--- config.mk ---
export PLATFORM = sky130hd
export DESIGN_NAME = mem_stage_lsu_flat
export DESIGN_NICKNAME = d
export VERILOG_FILES = /design/src/rtl/lsu_pkg.sv /design/src/rtl/lsu_dmem_if.sv /design/src/rtl/lsu_align.sv /design/src/rtl/mem_stage_lsu.sv /design/src/flat_wrapper.sv
export SDC_FILE = /design/constraint.sdc
export NUM_CORES = 1
export LEC_CHECK = 0
export CAP_MARGIN = 20
export CORE_UTILIZATION = 25
export CTS_CLUSTER_DIAMETER = 120
export DETAILED_ROUTE_END_ITERATION = 10
export DONT_BUFFER_PORTS = 1
export GPL_ROUTABILITY_DRIVEN = 0
export PLACE_DENSITY = 0.38
export SYNTH_ARGS = -nofsm -noshare
export SYNTH_HDL_FRONTEND = slang
export SYNTH_SLANG_ARGS = --single-unit
--- constraint.sdc ---
create_clock -name i_clk -period 1.9 [get_ports i_clk]
set_input_delay 0.38 -clock i_clk [delete_from_list [all_inputs] [get_ports i_clk]]
set_output_delay 0.38 -clock i_clk [all_outputs]
set_load 0.1 [all_outputs]
--- src/rtl/lsu_pkg.sv ---
// Shared types and constants for the M-stage load/store unit.
// Holds the FSM state enum, access-kind and access-size encodings,
// and a helper that decides whether an access kind needs a bus cycle.
package lsu_pkg;

   typedef enum logic [1:0] {
      IDLE = 2'd0,
      REQ  = 2'd1,
      DONE = 2'd2
   } lsu_state_e;

   // access kind (i_mem_wrenM); 2'b11 is reserved and behaves as none
   localparam logic [1:0] MEM_NONE  = 2'b00;
   localparam logic [1:0] MEM_LOAD  = 2'b01;
   localparam logic [1:0] MEM_STORE = 2'b10;

   // access size (i_data_typeM); 2'b11 behaves as word
   localparam logic [1:0] DT_BYTE = 2'b00;
   localparam logic [1:0] DT_HALF = 2'b01;
   localparam logic [1:0] DT_WORD = 2'b10;

   function automatic logic is_access(input logic [1:0] kind);
      return (kind == MEM_LOAD) || (kind == MEM_STORE);
   endfunction

endpackage

--- src/rtl/lsu_dmem_if.sv ---
// Data-memory bus between the LSU (master) and the memory (slave).
// Single outstanding req/ack: master holds req and the request fields
// until the slave returns ack (rdata valid in the ack cycle).
interface lsu_dmem_if;
   logic        o_dmem_req;
   logic        o_dmem_we;
   logic [31:0] o_dmem_addr;
   logic [31:0] o_dmem_wdata;
   logic [3:0]  o_dmem_be;
   logic        i_dmem_ack;
   logic [31:0] i_dmem_rdata;

   modport master (
      output o_dmem_req, o_dmem_we, o_dmem_addr, o_dmem_wdata, o_dmem_be,
      input  i_dmem_ack, i_dmem_rdata
   );

   modport slave (
      input  o_dmem_req, o_dmem_we, o_dmem_addr, o_dmem_wdata, o_dmem_be,
      output i_dmem_ack, i_dmem_rdata
   );
endinterface

--- src/rtl/lsu_align.sv ---
// Combinational lane logic: store byte-enables and lane-replicated write
// data, load lane extract with sign/zero extension, and misalign detect.
// Ports: addr_lo/data_type/uns/st_data/rdata in; wdata/be/ld_data/misaligned out.
module lsu_align
   import lsu_pkg::*;
(
   input  logic [1:0]  addr_lo,
   input  logic [1:0]  data_type,
   input  logic        uns,
   input  logic [31:0] st_data,
   input  logic [31:0] rdata,
   output logic [31:0] wdata,
   output logic [3:0]  be,
   output logic [31:0] ld_data,
   output logic        misaligned
);

   logic [7:0]  ld_byte;
   logic [15:0] ld_half;

   always_comb begin
      wdata      = '0;
      be         = '0;
      ld_data    = '0;
      misaligned = 1'b0;
      ld_byte    = rdata[{addr_lo, 3'b000} +: 8];
      ld_half    = addr_lo[1] ? rdata[31:16] : rdata[15:0];

      case (data_type)
         DT_BYTE: begin
            be      = 4'b0001 << addr_lo;
            wdata   = {4{st_data[7:0]}};
            ld_data = uns ? {24'b0, ld_byte} : {{24{ld_byte[7]}}, ld_byte};
         end
         DT_HALF: begin
            misaligned = addr_lo[0];
            be         = addr_lo[1] ? 4'b1100 : 4'b0011;
            wdata      = {2{st_data[15:0]}};
            ld_data    = uns ? {16'b0, ld_half} : {{16{ld_half[15]}}, ld_half};
         end
         default: begin
            // word, and the unused 2'b11 size encoding
            misaligned = (addr_lo != 2'b00);
            be         = 4'b1111;
            wdata      = st_data;
            ld_data    = rdata;
         end
      endcase
   end

endmodule

--- src/rtl/mem_stage_lsu.sv ---
// M-stage load/store unit: issues one req/ack data-memory access per
// load/store, returns extended load data, stalls the pipe while busy.
// Ports: EX/MEM access fields in; stall, dmem bus (interface), load result and status pulses out.
module mem_stage_lsu
   import lsu_pkg::*;
#(
   parameter int TIMEOUT_CYCLES = 255
)(
   input  logic         i_clk,
   input  logic         i_rst_n,
   input  logic [31:0]  i_alu_dataM,
   input  logic [31:0]  i_rs2_dataHM,
   input  logic [1:0]   i_mem_wrenM,
   input  logic [1:0]   i_data_typeM,
   input  logic         i_unsignedM,
   output logic         o_stall_mem,
   lsu_dmem_if.master   dmem,
   output logic [31:0]  o_ld_dataM,
   output logic         o_ld_validM,
   output logic         o_misalign,
   output logic         o_bus_err
);

   // counter holds completed no-ack REQ cycles, so it tops out at TIMEOUT_CYCLES-1
   localparam int CW = (TIMEOUT_CYCLES < 2) ? 1 : $clog2(TIMEOUT_CYCLES);
   localparam logic [CW-1:0] CNT_LAST = CW'(TIMEOUT_CYCLES - 1);

   lsu_state_e  state_q, state_d;
   logic [CW-1:0] cnt_q;

   logic        access, misaligned, issue;
   logic        go_req, ack_done, timeout;
   logic [31:0] al_wdata, al_ld_data;
   logic [3:0]  al_be;

   logic        req_q, we_q;
   logic [31:0] addr_q, wdata_q;
   logic [3:0]  be_q;

   // EX/MEM is frozen by the stall for the whole access, so the live
   // inputs still describe the in-flight instruction when ack arrives.
   lsu_align u_align (
      .addr_lo    (i_alu_dataM[1:0]),
      .data_type  (i_data_typeM),
      .uns        (i_unsignedM),
      .st_data    (i_rs2_dataHM),
      .rdata      (dmem.i_dmem_rdata),
      .wdata      (al_wdata),
      .be         (al_be),
      .ld_data    (al_ld_data),
      .misaligned (misaligned)
   );

   assign access = is_access(i_mem_wrenM);
   assign issue  = access & ~misaligned;

   always_ff @(posedge i_clk or negedge i_rst_n) begin
      if (!i_rst_n) state_q <= IDLE;
      else          state_q <= state_d;
   end

   always_comb begin
      state_d  = state_q;
      go_req   = 1'b0;
      ack_done = 1'b0;
      timeout  = 1'b0;
      case (state_q)
         IDLE: begin
            if (issue) begin
               state_d = REQ;
               go_req  = 1'b1;
            end
         end
         REQ: begin
            // ack has priority over a timeout landing in the same cycle
            if (dmem.i_dmem_ack) begin
               state_d  = DONE;
               ack_done = 1'b1;
            end else if (cnt_q == CNT_LAST) begin
               state_d = DONE;
               timeout = 1'b1;
            end
         end
         DONE:    state_d = IDLE;
         default: state_d = IDLE;
      endcase
   end

   always_ff @(posedge i_clk or negedge i_rst_n) begin
      if (!i_rst_n) cnt_q <= '0;
      else if (state_q == REQ && state_d == REQ) cnt_q <= cnt_q + 1'b1;
      else cnt_q <= '0;
   end

   // bus fields: loaded on issue, cleared when REQ is left
   always_ff @(posedge i_clk or negedge i_rst_n) begin
      if (!i_rst_n) begin
         req_q   <= 1'b0;
         we_q    <= 1'b0;
         addr_q  <= '0;
         wdata_q <= '0;
         be_q    <= '0;
      end else if (go_req) begin
         req_q   <= 1'b1;
         we_q    <= (i_mem_wrenM == MEM_STORE);
         addr_q  <= {i_alu_dataM[31:2], 2'b00};
         wdata_q <= (i_mem_wrenM == MEM_STORE) ? al_wdata : 32'h0;
         be_q    <= al_be;
      end else if (ack_done || timeout) begin
         req_q   <= 1'b0;
         we_q    <= 1'b0;
         addr_q  <= '0;
         wdata_q <= '0;
         be_q    <= '0;
      end
   end

   // result registers land in DONE, the cycle MEM/WB samples
   always_ff @(posedge i_clk or negedge i_rst_n) begin
      if (!i_rst_n) begin
         o_ld_dataM  <= '0;
         o_ld_validM <= 1'b0;
         o_bus_err   <= 1'b0;
      end else begin
         o_ld_validM <= ack_done & ~we_q;
         o_bus_err   <= timeout;
         if (ack_done && !we_q) o_ld_dataM <= al_ld_data;
         else if (timeout)      o_ld_dataM <= '0;
      end
   end

   assign dmem.o_dmem_req   = req_q;
   assign dmem.o_dmem_we    = we_q;
   assign dmem.o_dmem_addr  = addr_q;
   assign dmem.o_dmem_wdata = wdata_q;
   assign dmem.o_dmem_be    = be_q;

   // gated by reset so stall and misalign drop with the async reset even
   // though the frozen EX/MEM may still present an access
   assign o_stall_mem = i_rst_n & (((state_q == IDLE) & issue) | (state_q == REQ));
   assign o_misalign  = i_rst_n & (state_q == IDLE) & access & misaligned;

endmodule

--- src/flat_wrapper.sv ---
// flat-port wrapper written by rule: the top's interface ports become plain ports
module mem_stage_lsu_flat import lsu_pkg::*;
#(
   parameter int TIMEOUT_CYCLES = 255
)
  (i_clk, i_rst_n, i_alu_dataM, i_rs2_dataHM, i_mem_wrenM, i_data_typeM, i_unsignedM, o_stall_mem, o_ld_dataM, o_ld_validM, o_misalign, o_bus_err, dmem_o_dmem_req, dmem_o_dmem_we, dmem_o_dmem_addr, dmem_o_dmem_wdata, dmem_o_dmem_be, dmem_i_dmem_ack, dmem_i_dmem_rdata);
  lsu_dmem_if dmem_i ();
  input  logic i_clk;
  input  logic i_rst_n;
  input  logic [31:0] i_alu_dataM;
  input  logic [31:0] i_rs2_dataHM;
  input  logic [1:0] i_mem_wrenM;
  input  logic [1:0] i_data_typeM;
  input  logic i_unsignedM;
  output logic o_stall_mem;
  output logic [31:0] o_ld_dataM;
  output logic o_ld_validM;
  output logic o_misalign;
  output logic o_bus_err;
  output wire logic [$bits(dmem_i.o_dmem_req)-1:0] dmem_o_dmem_req;
  output wire logic [$bits(dmem_i.o_dmem_we)-1:0] dmem_o_dmem_we;
  output wire logic [$bits(dmem_i.o_dmem_addr)-1:0] dmem_o_dmem_addr;
  output wire logic [$bits(dmem_i.o_dmem_wdata)-1:0] dmem_o_dmem_wdata;
  output wire logic [$bits(dmem_i.o_dmem_be)-1:0] dmem_o_dmem_be;
  input wire logic [$bits(dmem_i.i_dmem_ack)-1:0] dmem_i_dmem_ack;
  input wire logic [$bits(dmem_i.i_dmem_rdata)-1:0] dmem_i_dmem_rdata;
  assign dmem_o_dmem_req = dmem_i.o_dmem_req;
  assign dmem_o_dmem_we = dmem_i.o_dmem_we;
  assign dmem_o_dmem_addr = dmem_i.o_dmem_addr;
  assign dmem_o_dmem_wdata = dmem_i.o_dmem_wdata;
  assign dmem_o_dmem_be = dmem_i.o_dmem_be;
  assign dmem_i.i_dmem_ack = dmem_i_dmem_ack;
  assign dmem_i.i_dmem_rdata = dmem_i_dmem_rdata;
  mem_stage_lsu #(.TIMEOUT_CYCLES(TIMEOUT_CYCLES)) u_core (.i_clk(i_clk), .i_rst_n(i_rst_n), .i_alu_dataM(i_alu_dataM), .i_rs2_dataHM(i_rs2_dataHM), .i_mem_wrenM(i_mem_wrenM), .i_data_typeM(i_data_typeM), .i_unsignedM(i_unsignedM), .o_stall_mem(o_stall_mem), .dmem(dmem_i), .o_ld_dataM(o_ld_dataM), .o_ld_validM(o_ld_validM), .o_misalign(o_misalign), .o_bus_err(o_bus_err));
endmodule
=== Word level (Yosys, flattened, before mapping) ===
Index checks and enable logic that the tools add are counted.

* Shifts and indexed selects: 2
* Mux-type cells: 31
* Reductions and logical operators: 10
* Equal/unequal tests: 6
* Divide/modulo/power cells: 0
* Bitwise gates (word level): 10
* Add/sub/neg operators: 1
* Multipliers: 0
* Magnitude comparators: 0

{| class="wikitable"
|+ Operators with widths
! operator !! count
|-
| $mux W32 || 8
|-
| $pmux W32 S2 || 2
|-
| $shiftx A32 B6 Y8 || 1
|-
| $mux W16 || 1
|-
| $mux W4 || 3
|-
| $mux W1 || 10
|-
| $add A8 B1 Y8 const B || 1
|-
| $eq A2 B1 Y1 const B || 4
|-
| $eq A8 B8 Y1 const B || 1
|-
| $mux W8 || 1
|-
| $pmux W4 S2 || 1
|-
| $and A1 B1 Y1 || 7
|-
| $mux W2 || 3
|-
| $reduce_bool A2 Y1 || 3
|-
| $logic_not A2 Y1 || 2
|-
| $pmux W2 S2 || 1
|-
| $shl A1 B2 Y4 const A || 1
|-
| $eq A2 B2 Y1 const B || 1
|-
| $logic_and A1 B1 Y1 || 2
|-
| $logic_or A1 B1 Y1 || 2
|-
| $not A1 Y1 || 2
|-
| $pmux W1 S2 || 1
|-
| $logic_not A1 Y1 || 1
|-
| $or A1 B1 Y1 || 1
|}

* Bits in latches: 0
* Output and inout port bits: 106
* Bits in writable memories: 0
* Input bits: 104
* Register bits after elaboration: 114
* Logic and storage cells: 70
* ROM bits: 0
* Memories kept: 0

=== Depth between registers and ports, before layout ===
Gate-level depths: netlist of the first run.

* Depth after elaboration: 9
* Gate-level depth with buffers: 9
* Gate-level depth less buffers: 6

=== Modules after synthesis ===
Synthesis of the first run repeated with hierarchy kept, for this count alone.

* Cells, all modules: 607
* Area total of the unflattened synthesis: 5,676.7 um^2

{| class="wikitable"
|+ By module, submodules not included
! module !! sequential area each (um^2) !! area each (um^2) !! instances !! cells each
|-
| mem_stage_lsu || 2,802.7 || 4,441.8 || 1 || 418
|-
| lsu_align || 0.0 || 1,234.9 || 1 || 189
|}

=== Least setup slack after synthesis of the first run ===
OpenSTA, ideal clock, no wires.

* Kind: input to output
* Start point: input i_mem_wrenM[0]
* End point: output o_stall_mem
* Arrival time: 3.392 ns
* Setup slack: -1.872 ns
* Path buffers: 0
* Cell stages on the path: 5
* Cells stage by stage: inv_1 > ha_1 > nor3_1 > o21ai_0 > a21boi_0

* Cells in the longest elaborated chain, start to end: 6
* Elaborated cells between the ends (all ways): 7
* Classes of those cells: 2 x eq/ne; 4 x bitwise; 1 x reduce/logical

{| class="wikitable"
|+ RTL lines
! element !! line !! source
|-
| from (decl) || flat_wrapper.sv:12 || <nowiki>input logic [1:0] i_mem_wrenM;</nowiki>
|-
| $eq A2 B1 Y1 / $eq A2 B2 Y1 (equally long branches) || lsu_pkg.sv:23 || <nowiki>return (kind == MEM_LOAD) || (kind == MEM_STORE);</nowiki>
|-
| $logic_or A1 B1 Y1 (*) || lsu_pkg.sv:23 ||
|-
| $and A1 B1 Y1 (*) || mem_stage_lsu.sv:55 || <nowiki>assign issue = access & ~misaligned;</nowiki>
|-
| $and A1 B1 Y1 (*) || mem_stage_lsu.sv:140 || <nowiki>assign o_stall_mem = i_rst_n & (((state_q == IDLE) & issue) | (state_q == REQ));</nowiki>
|-
| $or A1 B1 Y1 (*) || mem_stage_lsu.sv:140 ||
|-
| $and A1 B1 Y1 (*) || mem_stage_lsu.sv:140 ||
|-
| to (decl) || flat_wrapper.sv:15 || <nowiki>output logic o_stall_mem;</nowiki>
|}

Every way passes the cells marked *; elsewhere a longest branch is shown, timed or not.

=== Worst setup path in the final report of the first run ===
* Start point: register u_core.state_q[0]
* End point: output o_stall_mem

* Cells in the longest elaborated chain, start to end: 4
* Elaborated cells between the ends (all ways): 5
* Classes of those cells: 1 x eq/ne; 3 x bitwise; 1 x reduce/logical

{| class="wikitable"
|+ RTL lines
! element !! line !! source
|-
| from (decl) || mem_stage_lsu.sv:28 || <nowiki>lsu_state_e state_q, state_d;</nowiki>
|-
| from (signal assigned) || mem_stage_lsu.sv:59 || <nowiki>else state_q <= state_d;</nowiki>
|-
| $logic_not A2 Y1 || mem_stage_lsu.sv:140 ||
|-
| $and A1 B1 Y1 || mem_stage_lsu.sv:140 ||
|-
| $or A1 B1 Y1 (*) || mem_stage_lsu.sv:140 ||
|-
| $and A1 B1 Y1 (*) || mem_stage_lsu.sv:140 ||
|}

Marked as above.

==> impl_summary.md, run 1 <==
Yosys
Sorting the synthesized cells by how often they occur yields dfrtp_1 (112), a22o_1 (57), o2bb2ai_1 (32). The largest total area in the synthesized netlist belongs to dfrtp_1. The number of synthesized register bits is 112. The library cell with the highest instance count after synthesis is dfrtp_1.

By area the synthesized netlist is led by dfrtp_1 (55%), a22o_1 (9.8%), o2bb2ai_1 (5.5%). During synthesis, Yosys emitted a total of 0 warnings. The portion of synthesized cell area occupied by the leading cell type is 0.553. Summing every instance area after synthesis gives 5070 sq um. For this run, the register share of the synthesized area comes to 0.553.

After synthesis, the netlist uses 44 different library cells. The number of flops mapped to enable cells by yosys is 0. The count of mapped cells out of synthesis is 398.

Counting flops with an async set or reset pin after synthesis yields a share of 1.00. The average cell area after synthesis is 12.7 sq um. For this run, the leading register cell type out of synthesis is dfrtp_1.

Flow run
The max capacitance violation total is 0.

Global route
Entering global routing, the biggest net connects 115 pins. The number of global-route vias before repair is 3734. The wire length of the first global-routing pass is 22800 um. Global routing finished with a remaining overflow of 0. The initial antenna violation count is 0.

The overall track demand over capacity in global routing is 0.147.

Placed design
The wire-length estimate of the detail-placed layout is 11400 um. Before CTS, the worst setup slack after placement is -0.183 ns. The number of cells after detailed placement is 744.

The count of input and output buffers is 0.

Worst setup path
The worst setup path startpoint is u_core.state_q[0]. The largest single stage delay on the critical path is 0.40 ns. STA classifies the critical path endpoint as a primary output. In this run the critical register-to-register path is captured at u_core.dmem.o_dmem_addr[19].

The worst reg2reg path depth is 5. The required time of the critical path is 1.52 ns. By startpoint and endpoint, the worst setup path is classified as flip-flop to primary output. In this run the critical register-to-register path is launched from u_core.state_q[0]. Along the worst path, the maximum fanout reaches 4. The slowest stage of the critical path is the dfrtp_1 cell. At the worst endpoint, the arrival time is 1.68 ns. Setup slack on the worst reg-to-reg path comes out at 0.12 ns.

The type of element launching the critical path is a flip-flop. Traced cell by cell, the critical path runs through buf_6, nor3_4, o21ai_2, a21boi_4, buf_12.

Die
From bottom edge to top edge, the die measures 144 um. The site row count is 51. The number of top-level design ports is 210.

The total die area is 20800 sq um. The area of the core is 19700 sq um. The width of the die is 144 um. The initial core utilization is 0.258.

Routing
After detailed routing, the average wire length per cell comes to 20.3 um. For this run, the detailed router's first-pass iteration total came to 7. The routed layout has 3744 vias. The detail-routed via count per cell is 4.90. The remaining antenna violation count after routing is 0. The first routing iteration left 143 violations. The number of remaining DRC errors is 0. The sum of routed wire length over all layers is 15500 um.

Power and ir drop
The maximum vdd drop is 0.498 mV. Dividing total power by cell area gives a power density of 1930 nW/um^2. The leakage power figure is 3.04 nW.

Outcome
The flow ran to the end, but the final reports show violations. The final reports fail on negative hold slack, negative setup slack.

Clocking
The clock passes through at most 2 buffers. The CTS clock-pin slew for the worst setup and hold paths is 0.08 ns. Counting the buffers created by CTS gives 9. The clock root buffer master is clkbuf_16. The H-tree generated during clock tree synthesis spans 3 levels. Clock latency on the worst-skew pair, taken at its later pin, is 0.36 ns. TritonCTS built the clock tree.

Counting every sink on the clock net gives 112.

Final layout
The post-route non-filler standard cell count is 764. The net count of the finished layout is 601. The share of final-layout standard cells stronger than drive strength 1 is 0.337. Counting the fill cells in the layout gives 1995. 0 antenna diodes ended up in the layout. The area overhead of the layout relative to synthesis is 29.5%.

STA
Setup repair after global routing could not meet its margin everywhere. The shortest period the worst path allows is 2.06 ns. Of the available clock period, the critical path in the final layout requires 1.08.

At the pin with the least slew margin, the transition time is 0.947 ns. In the final timing run, aggregate negative setup slack is -0.313 ns. The total count of max-transition violations in the final report came to 0. The worst setup margin is -0.160 ns. For this run, the top clock speed supported by timing is 0.485 GHz. On the final layout, the worst hold slack is -0.278 ns.

Setup violations remaining at the end of the flow were counted as 2. The worst max-slew margin expressed relative to the limit is 0.369. The final hold violation count was 112. The clock arrives with 0.0128 ns of skew.

Worst hold path
The path class of the tightest hold or removal check is input port to asynchronous set/reset pin.
## cells by family (layout without fill, tap and decap cells)
logic type,Yosys count,in the layout,synth area share
xor gates and xnor gates,6,6,0.0104
and+or+nand+nor,52,52,0.0560
other,1,2,0.000740
DFF,112,112,0.553
AOI/OAI and AO/OA,145,145,0.251
adders and majority gates,3,3,0.00741
buffers and inverters,44,144,0.0479
muxes,35,35,0.0738
## cells in the final DEF (no fill, tap or decap), drive strengths merged, types with 4 or more instances in the layout
cell type | Yosys | routed
buf | 26 | 119
dfrtp | 112 | 112
a22o | 57 | 57
o2bb2ai | 32 | 32
mux2i | 25 | 25
a221o | 17 | 17
nor2 | 16 | 16
o21ai | 15 | 15
nand2 | 14 | 14
clkbuf | 9 | 10
inv | 8 | 10
mux2 | 9 | 9
a221oi | 8 | 8
a222oi | 7 | 7
nor3 | 5 | 5
nand3 | 4 | 4
xnor2 | 4 | 4
## final cells by class
cell class                 count  area (sq um)  area share
sequential                   112          2800       0.427
multi-input combinational    243          2110       0.321
timing repair buffer         119           963       0.147
tap                          265           332      0.0505
clock buffer                  10           229      0.0349
clock inverter                 6          90.1      0.0137
inverter                       9          36.3     0.00553
## state kept, by name, indices dropped and copies added (netlist names)
name	count
u_core.state_q	2
u_core.dmem.o_dmem_we	1
u_core.o_bus_err	1
u_core.cnt_q	8
u_core.dmem.o_dmem_addr	30
u_core.o_ld_dataM	32
u_core.dmem.o_dmem_be	4
u_core.o_ld_validM	1
u_core.dmem.o_dmem_wdata	32
u_core.dmem.o_dmem_req	1
## what timing repair did
action | in CTS | in global routing
endpoints found under the setup margin | 52 | 30
hold endpoints to repair | 112 | 112
pin swaps | 4 | 2
gates resized for setup | 5 | 3
setup buffers | 2 | 2
## through the flow
step	power, W	cell area [sq um]	util
2_1_floorplan	0.00931	5130	-
4_1_cts	0.0128	6540	0.333
3_5_place_dp	0.0106	6190	0.315
6_report	0.0127	6560	0.334
3_3_place_gp	0.0106	6190	0.315
5_1_grt	0.0131	6560	0.334
## critical path, delay by kind of cell, from the launching register on
kind	cells	cell delay, ns
AOI/OAI and AO/OA	2	0.34
and+or+nand+nor	1	0.28
DFF	1	0.40
buffers and inverters	2	0.32
## power breakdown
group          switching [W]  internal, W
registers            0.00138      0.00302
clock network       0.000916      0.00117
logic                0.00481      0.00140
total                0.00711      0.00558
## routing by layer
metal | GRT usage | wire [um] | vias to the layer above | part of all wire
li1 | - | - | 1737 | -
met1 | 0.197 | 6880 | 1861 | 0.44
met2 | 0.221 | 7100 | 129 | 0.46
met3 | 0.0543 | 1240 | 17 | 0.080
met4 | 0.0432 | 280 | 0 | 0.018
met5 | 0 | 0 | - | 0
## worst max-delay path by stage
stage                            end  slack (ns)  cells past startpoint
2_1_floorplan             o_misalign       -0.13                      4
3_5_place_dp   u_core.o_ld_dataM[30]       -0.18                      5
6_report                 o_stall_mem       -0.16                      5
3_3_place_gp   u_core.o_ld_dataM[23]       -0.09                      5
4_1_cts                   o_misalign       -0.17                      5
5_1_grt                  o_stall_mem       -0.23                      5
Note: power is estimated with default switching activity, not from simulation.
==> run 2: changes to the inputs <==
Settings changed: CORE_MARGIN from default to 8.
Clock period 1.9 ns to 2.4 ns, I/O delays scaled along.
==> impl_summary.md, run 2 (synthesis gave the netlist of run 1 again) <==
Outcome
The flow ran to the end, but the final reports show violations. The checks that failed: negative hold slack.

Global route
The overall track demand over capacity in global routing is 0.132 (-0.0153). The initial antenna violation count was 0 (unchanged). The largest net degree at the start of global routing is 115 (unchanged).

The total overflow reported by the global router is 0 (unchanged). The wire length of the first global-routing pass is 24800 um (+9.1%). The number of global-route vias before repair was 3820 (+2.3%).

Worst setup path
The endpoint arrival time on the critical path is 1.71 ns (+0.03 ns). The biggest cell delay along the critical path is 0.41 ns (about the same). The worst reg2reg path depth is 7 (+2). Traced cell by cell, the critical path runs through nor3_2, o21ai_0, a21boi_4, buf_12. The required time of the critical path is 1.92 ns (+0.40 ns).

The critical register-to-register path endpoint is u_core.o_ld_dataM[10]. The worst-path maximum fanout came to 4 (unchanged). STA classifies the critical path startpoint as a flip-flop.

STA classifies the critical path endpoint as a primary output. The classification of the worst setup path is flip-flop to primary output. The reg2reg setup slack was 0.24 ns (+0.12 ns). The source of the worst register-to-register timing path is u_core.cnt_q[0]. The slowest stage of the critical path is the dfrtp_1 cell.

Routing
The sum of routed wire length over all layers is 16900 um (+8.8%). The detail-routed via count per cell is 4.85 (-1.1%). The remaining antenna violation count after routing is 0 (unchanged). The number of vias in the routed layout came to 3639 (-2.8%). The number of detailed-route iterations in the first pass is 5 (-2). The met1 wire length is 7270 um (+5.6%). The total met3 wirelength after detailed routing is 1310 um (+6.2%). The number of remaining DRC errors is 0 (unchanged). Routed signal wires occupy layers up through met4.

The violation count after the first detailed-route iteration was 229 (+60%). The met2 routed wirelength is 7940 um (+12%). The average routed wire per standard cell is 22.4 um (+11%).

Power and ir drop
The proportion of power drawn by flip-flops and latches is 0.341 (-0.006). The areal power density over the cells is 1570 nW/um^2 (-19%). The maximum vdd drop is 0.465 mV (-6.7%). The power consumption came to 0.00993 W (-22%). The combinational cell fraction of total power is 0.502 (+0.013).

The reported net switching power came to 0.00566 W (-20%). The switching power as a share of total power came to 0.570 (+0.0101). The share of power burned in the clock network is 0.157 (-0.007). The internal power of the cells is 0.00427 W (-24%).

The leakage power figure was 2.93 nW (-3.6%).

STA
The setup-violating endpoint count in the final report is 0 (-2). The smallest hold slack is -0.173 ns (+0.104 ns). The worst max-slew margin expressed relative to the limit is 0.343 (-0.0255). The worst path in the final design needs a cycle of 2.19 ns, including I/O delays and setup.

Setup repair after global routing left no endpoint under its margin. The final hold violation count is 112 (unchanged). The achievable frequency is 0.456 GHz.

The setup TNS came to 0 ns (+0.313 ns). The worst-margin pin slew is 0.984 ns (+0.0373 ns). The share of the clock period used by the worst path after layout is 0.913. The worst clock skew on the final layout came to 0.00642 ns (-0.00634 ns).

The total count of max-transition violations in the final report came to 0 (unchanged).

Flow run
The max capacitance violation total is 0 (unchanged).

Final layout
The count of antenna diodes in the layout came to 0 (unchanged). Leaving out fill and tap cells, the most frequent cell in the layout is dfrtp_1. The end-of-flow core utilization is 0.316 (-0.0175). The net count of the finished layout was 583 (-3.0%). The library cells used most frequently in the layout, excluding fill and tap cells, are dfrtp_1 (112), buf_4 (98), a22o_1 (57), o2bb2ai_1 (32), mux2i_1 (25). The area overhead of the layout relative to synthesis is 25.1%. The share of final-layout standard cells stronger than drive strength 1 is 0.299 (-0.0373).

Die
The width of the die was 158 um (+9.7%). The total die area is 25100 sq um (+20%). The number of top-level design ports is 210 (unchanged). The site row count is 52 (+2.0%). The height of the die is 158 um (+9.7%). The initial core utilization came to 0.253 (-0.00496). The area of the core is 20000 sq um (+2.0%).

Clocking
The TritonCTS clock tree is done. The clock latency on the worst-skew pair is 0.35 ns (about the same). The number of clock sinks is 112 (unchanged). The number of buffers added by the clock tree synthesis step is 9 (unchanged). The maximum clock insertion buffer count came to 2 (unchanged).

The CTS clock-pin slew for the worst setup and hold paths came to 0.07 ns (about the same). The post-cts gate resize count is 0 (-5). The clock root buffer master is clkbuf_16. The H-tree depth reported by CTS is 3 (unchanged).

Placed design
The HPWL reported at the end of detailed placement is 12700 um (+12%). The count of input and output buffers was 0 (unchanged).

Worst hold path
The class of the tightest hold or removal check is input port to asynchronous set/reset pin.
==> run 2: cell types whose count changed in the layout (fill, tap and decap cells not counted), moves of 2 or more <==
cell,delta
buf_4,-14
buf_6,-2
nor2_4,-2
buf_12,-2
==> run 2: power groups by stage <==
| stage | sequential (W) | clock, W | combinational, W |
|---|---|---|---|
| after floorplan | 0.00652 | 0 | 0.000845 |
| after global placement | 0.00342 | 0 | 0.00500 |
| after detailed placement | 0.00342 | 0 | 0.00502 |
| after CTS | 0.00339 | 0.00162 | 0.00503 |
| after global routing | 0.00345 | 0.00168 | 0.00515 |
| final | 0.00338 | 0.00156 | 0.00499 |
==> run 2: area by class of cell <==
type	instances	area, sq um
fill	2060	13700
sequential	112	2800
multi-input combinational	243	2070
timing repair buffer	101	796
tap	270	338
clock buffer	9	225
clock inverter	7	77.6
inverter	9	33.8
==> run 2: repair_timing <==
item | in CTS | in global routing
buffers inserted | 0 | 0
endpoints found under the setup margin | 0 | 0
endpoints found under the hold margin | 112 | 112
==> run 2: worst max path at each step <==
stage	start	end	slack (ns)
global placement	i_mem_wrenM[0]	o_stall_mem	0.26
CTS	u_core.state_q[0]	o_stall_mem	0.17
floorplan	i_mem_wrenM[0]	o_misalign	0.03
detailed placement	i_mem_wrenM[0]	o_stall_mem	0.24
finish	u_core.state_q[0]	o_stall_mem	0.21
global route	u_core.cnt_q[0]	u_core.o_ld_dataM[8]	0.06
==> run 2: layer usage <==
| metal | GRT usage | vias to the layer above |
|---|---|---|
| met1 | 0.172 | 1793 |
| met3 | 0.0388 | 18 |
| li1 | - | 1697 |
| met2 | 0.204 | 131 |
| met5 | 0 | - |
| met4 | 0.0480 | 0 |
==> run 2: stage by stage <==
| stage | cells | setup WS, ns | instance area [sq um] | hold WS [ns] |
|---|---|---|---|---|
| 2_1_floorplan | 399 | 0.0258 | 5100 | 0.184 |
| 5_1_grt | 751 | 0.0560 | 6340 | -0.201 |
| 6_report | 751 | 0.208 | 6340 | -0.173 |
| 3_3_place_gp | 735 | 0.265 | 6040 | 0.191 |
| 4_1_cts | 751 | 0.171 | 6340 | -0.194 |
| 3_5_place_dp | 735 | 0.237 | 6040 | 0.191 |
==> run 2: worst max-delay path, delay by kind of cell (launching register included) <==
kind	cells	cell delay, ns
flip-flops	1	0.41
AND/OR/NAND/NOR	1	0.28
buffers and inverters	1	0.19
AO/OA/AOI/OAI	2	0.48
==> run 3: changes to the inputs <==
Settings changed: CTS_CLUSTER_DIAMETER 120 to 30, PLACE_DENSITY 0.38 to 0.4.
==> impl_summary.md, run 3 (synthesis gave the netlist of run 1 again) <==
Outcome
The run finished, with violations left. The final reports fail on negative hold slack.

STA
The worst max-slew margin expressed relative to the limit is 0.360 (+0.0166). The achievable frequency is 0.450 GHz (-1.4%). The smallest hold slack is -0.174 ns (-0.000694 ns).

The total count of max-transition violations in the final report came to 0 (unchanged). The worst clock skew on the final layout is 0.0111 ns (+0.00472 ns). Setup repair after global routing left no endpoint under its margin. The setup-violating endpoint count in the final report was 0 (unchanged). The worst-margin pin slew is 0.961 ns (-0.0238 ns). The final hold violation count is 112 (unchanged). The share of the clock period used by the worst path after layout is 0.926 (+0.0130).

The setup TNS was 0 ns (unchanged). The shortest period the worst path allows is 2.22 ns (+0.0313 ns).

Routing
The detail-routed via count per cell is 4.95 (+2.2%). The met1 wire length is 7390 um (+1.7%). The violation count after the first detailed-route iteration was 248 (+8.3%). The number of vias in the routed layout is 3705 (+1.8%). The average routed wire per standard cell came to 22.9 um (+2.0%).

The highest layer touched by signal routing is met4. The met2 routed wirelength is 7970 um (+0.38%). The sum of routed wire length over all layers came to 17100 um (+1.5%).

The number of remaining DRC errors is 0 (unchanged). The total met3 wirelength after detailed routing is 1390 um (+5.9%). The remaining antenna violation count after routing was 0 (unchanged).

The number of detailed-route iterations in the first pass is 4 (-1).

Global route
The largest net degree at the start of global routing is 115 (unchanged). The initial antenna violation count came to 0 (unchanged). The wire length of the first global-routing pass is 25300 um (+2.1%). The overall track demand over capacity in global routing came to 0.134 (+0.00244). The number of global-route vias before repair came to 3835 (+0.39%).

The total overflow reported by the global router is 0 (unchanged).

Die
The initial core utilization was 0.253 (unchanged). The area of the core is 20000 sq um (unchanged). The height of the die came to 158 um (unchanged). The number of top-level design ports is 210 (unchanged). The width of the die is 158 um (unchanged). The site row count is 52 (unchanged). The total die area is 25100 sq um (unchanged).

Clocking
The clock latency on the worst-skew pair is 0.35 ns (about the same). The H-tree depth reported by CTS was 3 (unchanged). The number of clock sinks is 112 (unchanged). The clock root buffer master is clkbuf_16. The maximum clock insertion buffer count is 2 (unchanged). The number of buffers added by the clock tree synthesis step is 9 (unchanged). The CTS clock-pin slew for the worst setup and hold paths is 0.08 ns (about the same). The TritonCTS clock tree is done.

Final layout
The net count of the finished layout is 581 (-0.34%). The count of antenna diodes in the layout is 0 (unchanged). The area growth from synthesis to layout is 24.3%. The combined area of the multi-input logic cells is 2070 sq um (+0.24%).

The leading cell type in the layout, fill and taps excluded is dfrtp_1. In the layout the commonest cells are dfrtp_1 (112), buf_4 (96), a22o_1 (57), o2bb2ai_1 (32), mux2i_1 (25). The register area was 2800 sq um (unchanged). The fill cell total of the finished layout is 2089 (+1.4%). The share of final-layout standard cells stronger than drive strength 1 is 0.293 (-0.00649).

Worst setup path
The required time of the critical path is 1.92 ns (about the same). STA classifies the critical path endpoint as a primary output. The setup path with the least slack is of type flip-flop to primary output.

The worst setup path is launched from a flip-flop. The reg2reg setup slack came to 0.54 ns (+0.30 ns). The worst-path maximum fanout is 4 (unchanged). The endpoint arrival time on the critical path was 1.74 ns (+0.03 ns).

Power and ir drop
The leakage power figure was 2.91 nW (-0.70%). The maximum vdd drop is 0.481 mV (+3.4%). The areal power density over the cells is 1560 nW/um^2 (-0.65%).

Flow run
The max capacitance violation total is 0 (unchanged).

Placed design
The count of input and output buffers is 0 (unchanged). The HPWL reported at the end of detailed placement was 12800 um (+0.60%).

Worst hold path
The class of the tightest hold or removal check is input port to asynchronous set/reset pin.
run 3: cell types whose count changed in the layout (fill, tap and decap cells not counted):
cell and change:
clkbuf_1 +1, inv_6 -2, clkbuf_8 +1, nor2_4 +1, buf_4 -2, bufinv_16 -1, nor2_2 -1
run 3: critical path: stages (launching register included):
cell and delay, ns:
dfrtp_1 0.40, nor3_2 0.30, o21ai_0 0.27, a21boi_4 0.23
buf_12 0.19
run 3: worst paths after layout:
kind,endpoint,depth (start not counted),start
worst max-delay path,o_stall_mem,4,u_core.state_q[0]
worst min-delay path,u_core.dmem.o_dmem_wdata[23],0,i_rst_n
worst max register to register,u_core.o_ld_dataM[12],7,u_core.cnt_q[0]
worst min register to register,u_core.dmem.o_dmem_addr[7],1,u_core.dmem.o_dmem_addr[7]
max in group asynchronous,u_core.dmem.o_dmem_addr[19],0,i_rst_n
min in group i_clk,u_core.o_bus_err,1,dmem_i_dmem_ack
run 3: cell type report:
| cell class | instances | share of cell area |
|---|---|---|
| multi-input cells | 243 | 0.329 |
| flip-flops and latches | 112 | 0.445 |
| clock buffers | 11 | 0.0385 |
| repair buffers | 99 | 0.124 |
| inverters | 9 | 0.00536 |
| clock inverters | 4 | 0.00477 |
| well taps | 270 | 0.0536 |
run 3: what timing repair did:
item                                   in CTS  in global routing
endpoints found under the hold margin     112                112
setup endpoints to repair                   0                  1
gates resized for setup                     0                  1
setup buffers                               0                  0
run 3: routing by layer:
| metal | up-vias | global-route usage |
|---|---|---|
| met4 | 0 | 0.0503 |
| li1 | 1679 | - |
| met2 | 135 | 0.201 |
| met1 | 1870 | 0.177 |
| met3 | 21 | 0.0429 |
| met5 | - | 0 |
run 3: report_power, final:
part,total [W],internal (W),switching (W)
logic,0.00491,0.00104,0.00387
clock network,0.00145,0.000734,0.000714
registers,0.00344,0.00239,0.00106
run 3: metrics by stage:
step,worst slack (ns),area (sq um),utilization,total power (W),std cells
CTS,0.147,6290,0.314,0.00992,748
detailed placement,0.202,6020,0.301,0.00843,733
global route,0.0565,6300,0.314,0.0102,748
finish,0.177,6300,0.314,0.00981,748
global placement,0.244,6020,0.301,0.00842,733
floorplan,0.0258,5100,-,0.00736,399
